## config.mk

```make
export PLATFORM = sky130hd
export DESIGN_NAME = avg_frame_packer_flat
export DESIGN_NICKNAME = d
export VERILOG_FILES = /design/src/rtl/avg_frame_packer_if.sv /design/src/rtl/avg_frame_packer.sv /design/src/flat_wrapper.sv
export SDC_FILE = /design/constraint.sdc
export NUM_CORES = 1
export LEC_CHECK = 0
export CORE_ASPECT_RATIO = 0.5
export CORE_MARGIN = 2
export CORE_UTILIZATION = 60
export DETAILED_ROUTE_END_ITERATION = 10
export PLACE_DENSITY = 0.78
export SLEW_MARGIN = 10
export SYNTH_ARGS = -nofsm -noshare
export SYNTH_HDL_FRONTEND = slang
export SYNTH_SLANG_ARGS = --single-unit
```

## constraint.sdc

```tcl
create_clock -name clk -period 8.2 [get_ports clk]
set_input_delay 1.23 -clock clk [delete_from_list [all_inputs] [get_ports clk]]
set_output_delay 1.23 -clock clk [all_outputs]
set_load 0.02 [all_outputs]
```

## src/rtl/avg_frame_packer_if.sv

```systemverilog
// Byte-stream link between the frame packer and the UART/host side.
// The master presents a byte with valid and last. The slave accepts it with ready.
interface avg_frame_packer_if;
    logic [7:0] m_data;
    logic       m_valid;
    logic       m_ready;
    logic       m_last;

    modport master (
        output m_data,
        output m_valid,
        output m_last,
        input  m_ready
    );

    modport slave (
        input  m_data,
        input  m_valid,
        input  m_last,
        output m_ready
    );
endinterface

```

## src/rtl/avg_frame_packer.sv

```systemverilog
// Frame packer behind the moving-average filter.
// Filter output samples are buffered in a small FIFO. When a full frame is
// buffered, the frame is sent as: HEADER, seq, {hi, lo} per sample, checksum.
// The checksum is (seq + all data bytes) mod 256.
// Every stream output is registered. The next byte is loaded on the same edge
// that accepts the current byte, so a stalled byte never changes.
module avg_frame_packer #(
    parameter int         FRAME_LEN  = 8,
    parameter int         FIFO_DEPTH = 16,
    parameter logic [7:0] HEADER     = 8'hA5
) (
    input  logic                          clk,
    input  logic                          rst_n,
    input  logic                          enable,
    input  logic                          sample_valid,
    input  logic signed [15:0]            sample_in,
    avg_frame_packer_if.master            m,
    output logic [$clog2(FIFO_DEPTH):0]   fifo_level,
    output logic                          overflow,
    input  logic                          overflow_clr
);

    localparam int AW = $clog2(FIFO_DEPTH);
    localparam int LW = AW + 1;

    localparam logic [LW-1:0] LEVEL_FULL  = LW'(FIFO_DEPTH);
    localparam logic [LW-1:0] LEVEL_FRAME = LW'(FRAME_LEN);
    localparam logic [LW-1:0] LAST_SMP    = LW'(FRAME_LEN - 1);

    localparam logic [2:0] S_IDLE = 3'd0;
    localparam logic [2:0] S_HDR  = 3'd1;
    localparam logic [2:0] S_SEQ  = 3'd2;
    localparam logic [2:0] S_HI   = 3'd3;
    localparam logic [2:0] S_LO   = 3'd4;
    localparam logic [2:0] S_CHK  = 3'd5;

    // Running frame checksum: 8-bit wrap-around addition.
    function automatic logic [7:0] csum_add(input logic [7:0] acc, input logic [7:0] b);
        csum_add = acc + b;
    endfunction

    // Sample storage and pointers
    logic signed [15:0] mem [FIFO_DEPTH];
    logic [AW-1:0]      wr_ptr;
    logic [AW-1:0]      rd_ptr;
    logic [7:0]         head_hi;
    logic [7:0]         head_lo;
    logic [7:0]         next_hi;

    // Frame control state
    logic [2:0]    state;
    logic [2:0]    state_nxt;
    logic [7:0]    seq;
    logic [7:0]    seq_nxt;
    logic [LW-1:0] smp_cnt;
    logic [LW-1:0] smp_cnt_nxt;
    logic [7:0]    chk_acc;
    logic [7:0]    chk_nxt;

    // Next values of the registered stream outputs
    logic [7:0] data_nxt;
    logic       valid_nxt;
    logic       last_nxt;

    logic accept;
    logic wr_en;
    logic drop;
    logic pop;
    logic frame_ready;

    // Fullness is taken from the registered level, so a same-cycle pop does
    // not make room for a sample that arrives while the FIFO is full.
    assign accept      = m.m_valid && m.m_ready;
    assign wr_en       = enable && sample_valid && (fifo_level != LEVEL_FULL);
    assign drop        = enable && sample_valid && (fifo_level == LEVEL_FULL);
    assign pop         = accept && (state == S_LO);
    assign frame_ready = (fifo_level >= LEVEL_FRAME);

    // The oldest sample, and the sample behind it. The LO byte pops the
    // oldest sample, so the next HI byte must come from the following sample.
    assign head_hi = mem[rd_ptr][15:8];
    assign head_lo = mem[rd_ptr][7:0];
    assign next_hi = mem[rd_ptr + AW'(1)][15:8];

    // Sample storage write. This holds data only, so it is not reset.
    always_ff @(posedge clk) begin
        if (wr_en) begin
            mem[wr_ptr] <= sample_in;
        end
    end

    // FIFO pointers and occupancy. The level updates on the write/pop edge.
    always_ff @(posedge clk or negedge rst_n) begin
        if (!rst_n) begin
            wr_ptr     <= '0;
            rd_ptr     <= '0;
            fifo_level <= '0;
        end else begin
            if (wr_en) begin
                wr_ptr <= wr_ptr + AW'(1);
            end
            if (pop) begin
                rd_ptr <= rd_ptr + AW'(1);
            end
            case ({wr_en, pop})
                2'b10:   fifo_level <= fifo_level + LW'(1);
                2'b01:   fifo_level <= fifo_level - LW'(1);
                default: fifo_level <= fifo_level;
            endcase
        end
    end

    // Sticky overflow flag. A drop in the same cycle as a clear keeps it set.
    always_ff @(posedge clk or negedge rst_n) begin
        if (!rst_n) begin
            overflow <= 1'b0;
        end else if (drop) begin
            overflow <= 1'b1;
        end else if (overflow_clr) begin
            overflow <= 1'b0;
        end
    end

    // Frame sequencing. When a byte is accepted, choose the next state and the
    // next byte to present.
    always_comb begin
        state_nxt   = state;
        seq_nxt     = seq;
        smp_cnt_nxt = smp_cnt;
        chk_nxt     = chk_acc;
        data_nxt    = m.m_data;
        valid_nxt   = m.m_valid;
        last_nxt    = m.m_last;

        case (state)
            S_IDLE: begin
                if (frame_ready) begin
                    state_nxt = S_HDR;
                    data_nxt  = HEADER;
                    valid_nxt = 1'b1;
                    last_nxt  = 1'b0;
                end
            end
            S_HDR: begin
                if (accept) begin
                    state_nxt = S_SEQ;
                    data_nxt  = seq;
                    chk_nxt   = seq;
                end
            end
            S_SEQ: begin
                if (accept) begin
                    state_nxt   = S_HI;
                    data_nxt    = head_hi;
                    chk_nxt     = csum_add(chk_acc, head_hi);
                    smp_cnt_nxt = '0;
                end
            end
            S_HI: begin
                if (accept) begin
                    state_nxt = S_LO;
                    data_nxt  = head_lo;
                    chk_nxt   = csum_add(chk_acc, head_lo);
                end
            end
            S_LO: begin
                if (accept) begin
                    if (smp_cnt == LAST_SMP) begin
                        state_nxt = S_CHK;
                        data_nxt  = chk_acc;
                        last_nxt  = 1'b1;
                    end else begin
                        state_nxt   = S_HI;
                        data_nxt    = next_hi;
                        chk_nxt     = csum_add(chk_acc, next_hi);
                        smp_cnt_nxt = smp_cnt + LW'(1);
                    end
                end
            end
            S_CHK: begin
                if (accept) begin
                    seq_nxt  = seq + 8'd1;
                    last_nxt = 1'b0;
                    if (frame_ready) begin
                        state_nxt = S_HDR;
                        data_nxt  = HEADER;
                    end else begin
                        state_nxt = S_IDLE;
                        valid_nxt = 1'b0;
                    end
                end
            end
            default: begin
                state_nxt = S_IDLE;
                valid_nxt = 1'b0;
                last_nxt  = 1'b0;
            end
        endcase
    end

    // Control and stream-output registers. Reset abandons any frame in flight.
    always_ff @(posedge clk or negedge rst_n) begin
        if (!rst_n) begin
            state     <= S_IDLE;
            seq       <= 8'd0;
            smp_cnt   <= '0;
            m.m_data  <= 8'd0;
            m.m_valid <= 1'b0;
            m.m_last  <= 1'b0;
        end else begin
            state     <= state_nxt;
            seq       <= seq_nxt;
            smp_cnt   <= smp_cnt_nxt;
            m.m_data  <= data_nxt;
            m.m_valid <= valid_nxt;
            m.m_last  <= last_nxt;
        end
    end

    // Checksum accumulator. This is data and is always re-seeded at the SEQ byte.
    always_ff @(posedge clk) begin
        chk_acc <= chk_nxt;
    end

endmodule

```

## src/flat_wrapper.sv

```systemverilog
// flat-port wrapper written by rule: the top's interface ports become plain ports
module avg_frame_packer_flat 
#(
    parameter int         FRAME_LEN  = 8,
    parameter int         FIFO_DEPTH = 16,
    parameter logic [7:0] HEADER     = 8'hA5
)
  (clk, rst_n, enable, sample_valid, sample_in, fifo_level, overflow, overflow_clr, m_m_data, m_m_valid, m_m_last, m_m_ready);
  avg_frame_packer_if m_i ();
  input  logic clk;
  input  logic rst_n;
  input  logic enable;
  input  logic sample_valid;
  input  logic signed [15:0] sample_in;
  output logic [$clog2(FIFO_DEPTH):0] fifo_level;
  output logic overflow;
  input  logic overflow_clr;
  output wire logic [$bits(m_i.m_data)-1:0] m_m_data;
  output wire logic [$bits(m_i.m_valid)-1:0] m_m_valid;
  output wire logic [$bits(m_i.m_last)-1:0] m_m_last;
  input wire logic [$bits(m_i.m_ready)-1:0] m_m_ready;
  assign m_m_data = m_i.m_data;
  assign m_m_valid = m_i.m_valid;
  assign m_m_last = m_i.m_last;
  assign m_i.m_ready = m_m_ready;
  avg_frame_packer #(.FRAME_LEN(FRAME_LEN), .FIFO_DEPTH(FIFO_DEPTH), .HEADER(HEADER)) u_core (.clk(clk), .rst_n(rst_n), .enable(enable), .sample_valid(sample_valid), .sample_in(sample_in), .m(m_i), .fifo_level(fifo_level), .overflow(overflow), .overflow_clr(overflow_clr));
endmodule
```

== Word-level counts from Yosys, hierarchy flattened ==
Memories as Yosys holds them, arrays and structs flattened.
Index checks and enable logic that the tools add are counted.

* Register bits after elaboration: 48
* RAM bits: 256
* Bits of input ports: 22
* Word-level logic and storage cells: 103
* Memories kept: 1

* Add/subtract/negate cells: 9
* Magnitude comparators: 1
* Equality and inequality tests: 19
* Muxes and demuxes: 40
* Bitwise logic cells: 2
* Reduce and logical (&&, ||, !) cells: 20

{| class="wikitable"
|+ Memory list
! name !! depth !! bits a word !! read ports !! clocked after Yosys merged registers in !! wr ports !! RTL line !! RTL
|-
| u_core.mem || 16 || 16 || 2 || 0 || 1 || avg_frame_packer.sv:43 || <nowiki>logic signed [15:0] mem [FIFO_DEPTH];</nowiki>
|}

{| class="wikitable"
|+ Operators by type and width
! operator !! count
|-
| 8-bit 2-to-1 mux || 11
|-
| 8-bit case mux with 6 select lines || 1
|-
| 8-bit case mux with 4 select lines || 1
|-
| 8-bit adder || 3
|-
| 3-bit 2-to-1 mux || 7
|-
| 5-bit case mux with 2 select lines || 2
|-
| 3-bit case mux with 6 select lines || 1
|-
| 6-bit AND reduction || 3
|-
| 5-bit 2-to-1 mux || 3
|-
| 1-bit 2-to-1 mux || 12
|-
| 2-bit by 1-bit inequality test with 1-bit output, second input constant || 6
|-
| 5-bit by 1-bit adder with 5-bit output, second input constant || 2
|-
| 4-bit by 1-bit adder with 4-bit output, second input constant || 2
|-
| 8-bit by 1-bit adder with 8-bit output, second input constant || 1
|-
| 4-bit AND reduction || 2
|-
| 3-bit by 2-bit == test with 1-bit output, second input constant || 2
|-
| 3-bit == test, second input constant || 2
|-
| 2-bit inequality test, second input constant || 3
|-
| 2-bit nonzero test || 3
|-
| 6-bit nonzero test || 1
|-
| 5-bit by 3-bit == test with 1-bit output, second input constant || 1
|-
| 5-bit == test, second input constant || 1
|-
| 5-bit by 4-bit >= comparator with 1-bit output, second input constant || 1
|-
| 1-bit logical AND || 5
|-
| other kinds (14) || 15
|}

== Logic depth before layout (Yosys ltp) ==
An unclocked memory read counts as a cell.

* Word-level depth: 6
* Depth in mapped cells: 19

== Least setup slack after synthesis ==
Ideal clock, no wire load.

* Path kind: register to register
* From: register u_core.rd_ptr[0]
* To: register u_core.chk_acc[6] (data pin)
* Setup time: 0.268 ns
* Arrival: 3.845 ns
* Data required time: 7.932 ns
* Setup slack: 4.086 ns
* Cell stages (with the launch flop): 18
* Buffers on the path: 3
* Path through: dfrtp_1 ha_1 buf_2 buf_2 buf_1 mux4_2 a211oi_1 a21oi_1 mux2i_1 o21ai_0 ha_1 fa_1 a21o_1 a21oi_1 o21bai_1 a21oi_1 xor2_1 o21ai_0

* Cells in the longest elaborated chain, start to end: 6
* Elaborated cells on any way between the ends: 10

{| class="wikitable"
|+ Ends and longest elaborated chain
! element !! RTL line !! RTL
|-
| start, declared || avg_frame_packer.sv:45 || <nowiki>logic [AW-1:0] rd_ptr;</nowiki>
|-
| start signal, assigned || avg_frame_packer.sv:103 || <nowiki>rd_ptr <= rd_ptr + AW'(1);</nowiki>
|-
| 4-bit by 1-bit adder with 4-bit output || avg_frame_packer.sv:83 || <nowiki>assign next_hi = mem[rd_ptr + AW'(1)][15:8];</nowiki>
|-
| memory 16 x 16 bit * || - ||
|-
| 8-bit adder || avg_frame_packer.sv:39 || <nowiki>csum_add = acc + b;</nowiki>
|-
| 8-bit 2-to-1 mux || avg_frame_packer.sv:168 || <nowiki>if (smp_cnt == LAST_SMP) begin</nowiki>
|-
| 8-bit 2-to-1 mux || avg_frame_packer.sv:167 || <nowiki>if (accept) begin</nowiki>
|-
| 8-bit case mux with 4 select lines * || avg_frame_packer.sv:135 || <nowiki>case (state)</nowiki>
|-
| net u_core.chk_nxt[6] || avg_frame_packer.sv:58 || <nowiki>logic [7:0] chk_nxt;</nowiki>
|-
| end signal, assigned || avg_frame_packer.sv:222 || <nowiki>chk_acc <= chk_nxt;</nowiki>
|-
| end, declared || avg_frame_packer.sv:57 || <nowiki>logic [7:0] chk_acc;</nowiki>
|}

The timed path passes the listed nets; every way through them passes the cells marked *. The select of a mux whose other input is x is not followed.
A chain may end at the register's enable or synchronous reset.

== Worst setup path in the final report ==
* From: register u_core.rd_ptr[1]
* To: register u_core.chk_acc[7] (data pin)

Same word-level chain as after synthesis.

==> flow_metrics.py <==
metrics = {
    "cts": {
        "clock_tree.root_cell": "sky130_fd_sc_hd__clkbuf_16",
        "clkSlewWorstSetupHoldPaths_ps": 70,
        "clock_insertion_delay_worst_skew_ps": 560,
        "tritoncts": "built",
        "cts_hold_buffers": 0,
        "post_cts_setup_repair_buffer_count": 0,
        "cts_buffer_depth": 3,
        "clock_sink_count": 304,
        "postCtsResizedCells": 0,
        "numCtsBuffers": 27,
        "cts_htree_levels": 1,
    },
    "floorplanning": {
        "core_area_um2": 22800,
        "effective_utilization_at_floorplan_pct": 60.9,
        "std_cell_rows": 39,
        "io_pins": 38,
        "die_area_um2": 24400,
        "die_height_um": 112,
        "die_width_um": 219,
    },
    "synth": {
        "syn-num-nets": 852,
        "netlist.area_leader.share_pct": 57.1,
        "synth_enable_flop_cells": 264,
        "yosys_register_bits": 304,
        "synth-simple-area-share_pct": 5.44,
        "distinct_cells_synth": 65,
        "synth-compound-area-share_pct": 5.48,
        "syn_avg_cell_area_um2": 17.2,
        "synthArstFlopShare_pct": 13.2,
        "netlist_area_um2": 13900,
        "xor_and_xnor_area_share_after_synthesis_pct": 1.77,
        "seq_area_frac_synth_pct": 64.3,
        "synth_top_cell_by_area": "sky130_fd_sc_hd__edfxtp_1",
        "synthesis.instances": 809,
        "ys.flop_type": "sky130_fd_sc_hd__edfxtp_1",
        "synth.most_common_cell": "sky130_fd_sc_hd__edfxtp_1",
        "synth_top_family_by_area": "multiplexers",
        "synth_mux_area_share_pct": 18.9,
        "netlist_top_cells_count": "sky130_fd_sc_hd__edfxtp_1 (264), sky130_fd_sc_hd__mux4_2 (101), sky130_fd_sc_hd__nand2_1 (43)",
        "largest_cells_by_area_after_synthesis": "sky130_fd_sc_hd__edfxtp_1 (57%), sky130_fd_sc_hd__mux4_2 (16%), sky130_fd_sc_hd__dfrtp_1 (7.2%)",
        "synth-adder-area-share_pct": 2.00,
        "synth-warning-count": 0,
    },
    "global_routing": {
        "largest_net_degree_at_the_start_of_global_routing": 47,
        "vias_in_the_first_global_route": 7781,
        "grt_antenna_before_repair": 1,
        "track_usage_pct": 27.4,
        "overflow": 0,
        "grt_first_pass_wirelength_um": 48700,
    },
    "hold_path": {
        "hp-class": "flop to flop",
    },
    "power": {
        "p_leak_uw": 0.00509,
        "ir_drop_mv": 0.177,
        "power-per-cell-area_nw_per_um2": 331,
    },
    "finish": {
        "multiInputGateArea_um2": 4680,
        "final_util_pct": 67.6,
        "drive_above_1_share_pct": 19.6,
        "ff_latch_area_um2": 8930,
        "count_of_fill_cells_added_during_filler_insertion": 1467,
        "area_growth_pct": 11.0,
        "finish.net_count": 890,
    },
    "worst_setup_path": {
        "worst_ep_arrival_time_ps": 4950,
        "class_of_the_most_critical_setup_path": "flop to flop",
        "critical_path_fanouts_max": 27,
        "crit_path_start_kind": "flop",
        "worstPathRequired_ps": 8470,
        "timing.critical_path.to_type": "flop",
    },
    "sta": {
        "fin_tns_setup_ps": 0,
        "whs_ps": 525,
        "worst-slew-pin-transition_ps": 1330,
        "timing_hold_violations_final": 0,
        "slew_headroom_pct": 11.5,
        "final_period_minus_worst_setup_slack_ps": 4680,
        "fin_skew_ps": 13.4,
        "unrepaired_setup_endpoints_after_global_routing": "false",
        "finalSetupViolCount": 0,
        "maxSlewViolCount": 0,
        "max_freq_mhz": 213,
        "finalCritPeriodShare_pct": 57.1,
    },
    "place": {
        "gpl.final_weighted_congestion": 0.896,
        "place.detailed.hpwl_um": 18900,
        "count_of_port_buffers_added_during_placement": 37,
    },
    "drt": {
        "total_via_count_after_detailed_routing": 8036,
        "dr.first_iter.drc_count": 1069,
        "wire_per_inst_um": 27.6,
        "drc": 0,
        "viasPerCell": 6.84,
        "drt_pass1_iterations": 5,
        "detail-route-antenna-nets": 0,
        "postRouteWirelength_um": 32400,
    },
    "run": {
        "max-cap-violations": 0,
    },
    "outcome": {
        "status": "completed",
    },
}
-- state kept, by name, summed over array words and instances, names as in the netlist --
register           flops
u_core.overflow        1
u_core.chk_acc         8
u_core.state           3
u_core.m.m_data        8
u_core.rd_ptr          4
u_core.smp_cnt         5
u_core.seq             8
u_core.m.m_valid       1
u_core.m.m_last        1
u_core.wr_ptr          4
u_core.mem           256
u_core.fifo_level      5
-- kinds of logic after synthesis --
| logic type | after synthesis |
|---|---|
| flip-flops | 304 |
| AND/OR/NAND/NOR | 146 |
| multiplexers | 135 |
| AO/OA/AOI/OAI | 115 |
| buffers and inverters | 60 |
| XOR/XNOR | 28 |
| adder cells (fa/ha/maj) | 21 |
-- power by group --
part           total, uW  internal, uW  switching (uW)
clock               1280           729             555
combinational       1800           845             951
sequential          2020          1850             168
-- metrics by stage --
| stage | worst slack, ps | total power (uW) | std cells | instance area, um2 |
|---|---|---|---|---|
| 2_1_floorplan | 4090 | 3360 | 809 | 13900 |
| 3_3_place_gp | 3670 | 3770 | 1125 | 14500 |
| 3_5_place_dp | 3610 | 3810 | 1125 | 14500 |
| 4_1_cts | 3550 | 5090 | 1173 | 15400 |
| 5_1_grt | 3250 | 5330 | 1173 | 15400 |
| 6_report | 3520 | 5100 | 1174 | 15400 |
-- cell usage in the layout, fill, tap and decap left out, drive strengths merged, types with 3 or more instances in the layout --
master	instances
edfxtp	264
mux4	101
nand2	43
dfrtp	40
clkdlybuf4s50	36
clkbuf	31
a21oi	28
nor2	27
o21ai	26
mux2i	21
inv	20
and2	20
ha	19
xnor2	15
buf	14
a211oi	13
mux2	13
xor2	13
clkinv	12
nor2b	10
nand3	9
o22ai	7
a221o	7
nand4	6
nor3	6
a21o	5
and3	5
o221ai	4
nand2b	4
bufinv	4
a22o	3
a22oi	3
-- per-layer routing --
layer | GRT usage [%] | vias to the layer above | part of all wire (%)
met1 | 41.7 | 4146 | 42
met5 | 0 | - | 0
li1 | - | 3350 | -
met4 | 6.31 | 0 | 1.9
met2 | 41.1 | 487 | 46
met3 | 6.39 | 53 | 10
-- final cells by class --
class                      instances  share of cell area, %
antenna                            1                 0.0162
clock buffer                      31                   4.48
clock inverter                    17                   1.22
inverter                          19                  0.463
multi-input combinational        445                   30.4
sequential                       304                   58.0
tap                              307                   2.49
timing repair buffer              50                   3.00
-- worst max-delay path, stage by stage (launching register included) --
cell	delay, ps
sky130_fd_sc_hd__dfrtp_2	680
sky130_fd_sc_hd__ha_1	450
sky130_fd_sc_hd__buf_4	440
sky130_fd_sc_hd__mux4_2	580
sky130_fd_sc_hd__mux2_2	290
sky130_fd_sc_hd__nor2_1	100
sky130_fd_sc_hd__a211oi_1	60
sky130_fd_sc_hd__a21oi_1	140
sky130_fd_sc_hd__a21oi_1	130
sky130_fd_sc_hd__ha_1	320
sky130_fd_sc_hd__a21o_1	160
sky130_fd_sc_hd__a21oi_1	260
sky130_fd_sc_hd__o211ai_1	220
sky130_fd_sc_hd__and4b_1	230
sky130_fd_sc_hd__o32ai_1	160
sky130_fd_sc_hd__o2111ai_1	190
-- worst paths after layout --
| kind | startpoint | to | slack, ps | cells after the start |
|---|---|---|---|---|
| min reg2reg | u_core.smp_cnt[0] | u_core.smp_cnt[0] | 530 | 1 |
| min in group asynchronous | rst_n | u_core.m.m_data[6] | 830 | 1 |
| max in group asynchronous | rst_n | u_core.rd_ptr[0] | 6660 | 1 |
| min | u_core.smp_cnt[0] | u_core.smp_cnt[0] | 530 | 1 |
| max reg2reg | u_core.rd_ptr[1] | u_core.chk_acc[7] | 3520 | 15 |
| max | u_core.rd_ptr[1] | u_core.chk_acc[7] | 3520 | 15 |
Note: power is estimated with default switching activity, not from simulation.
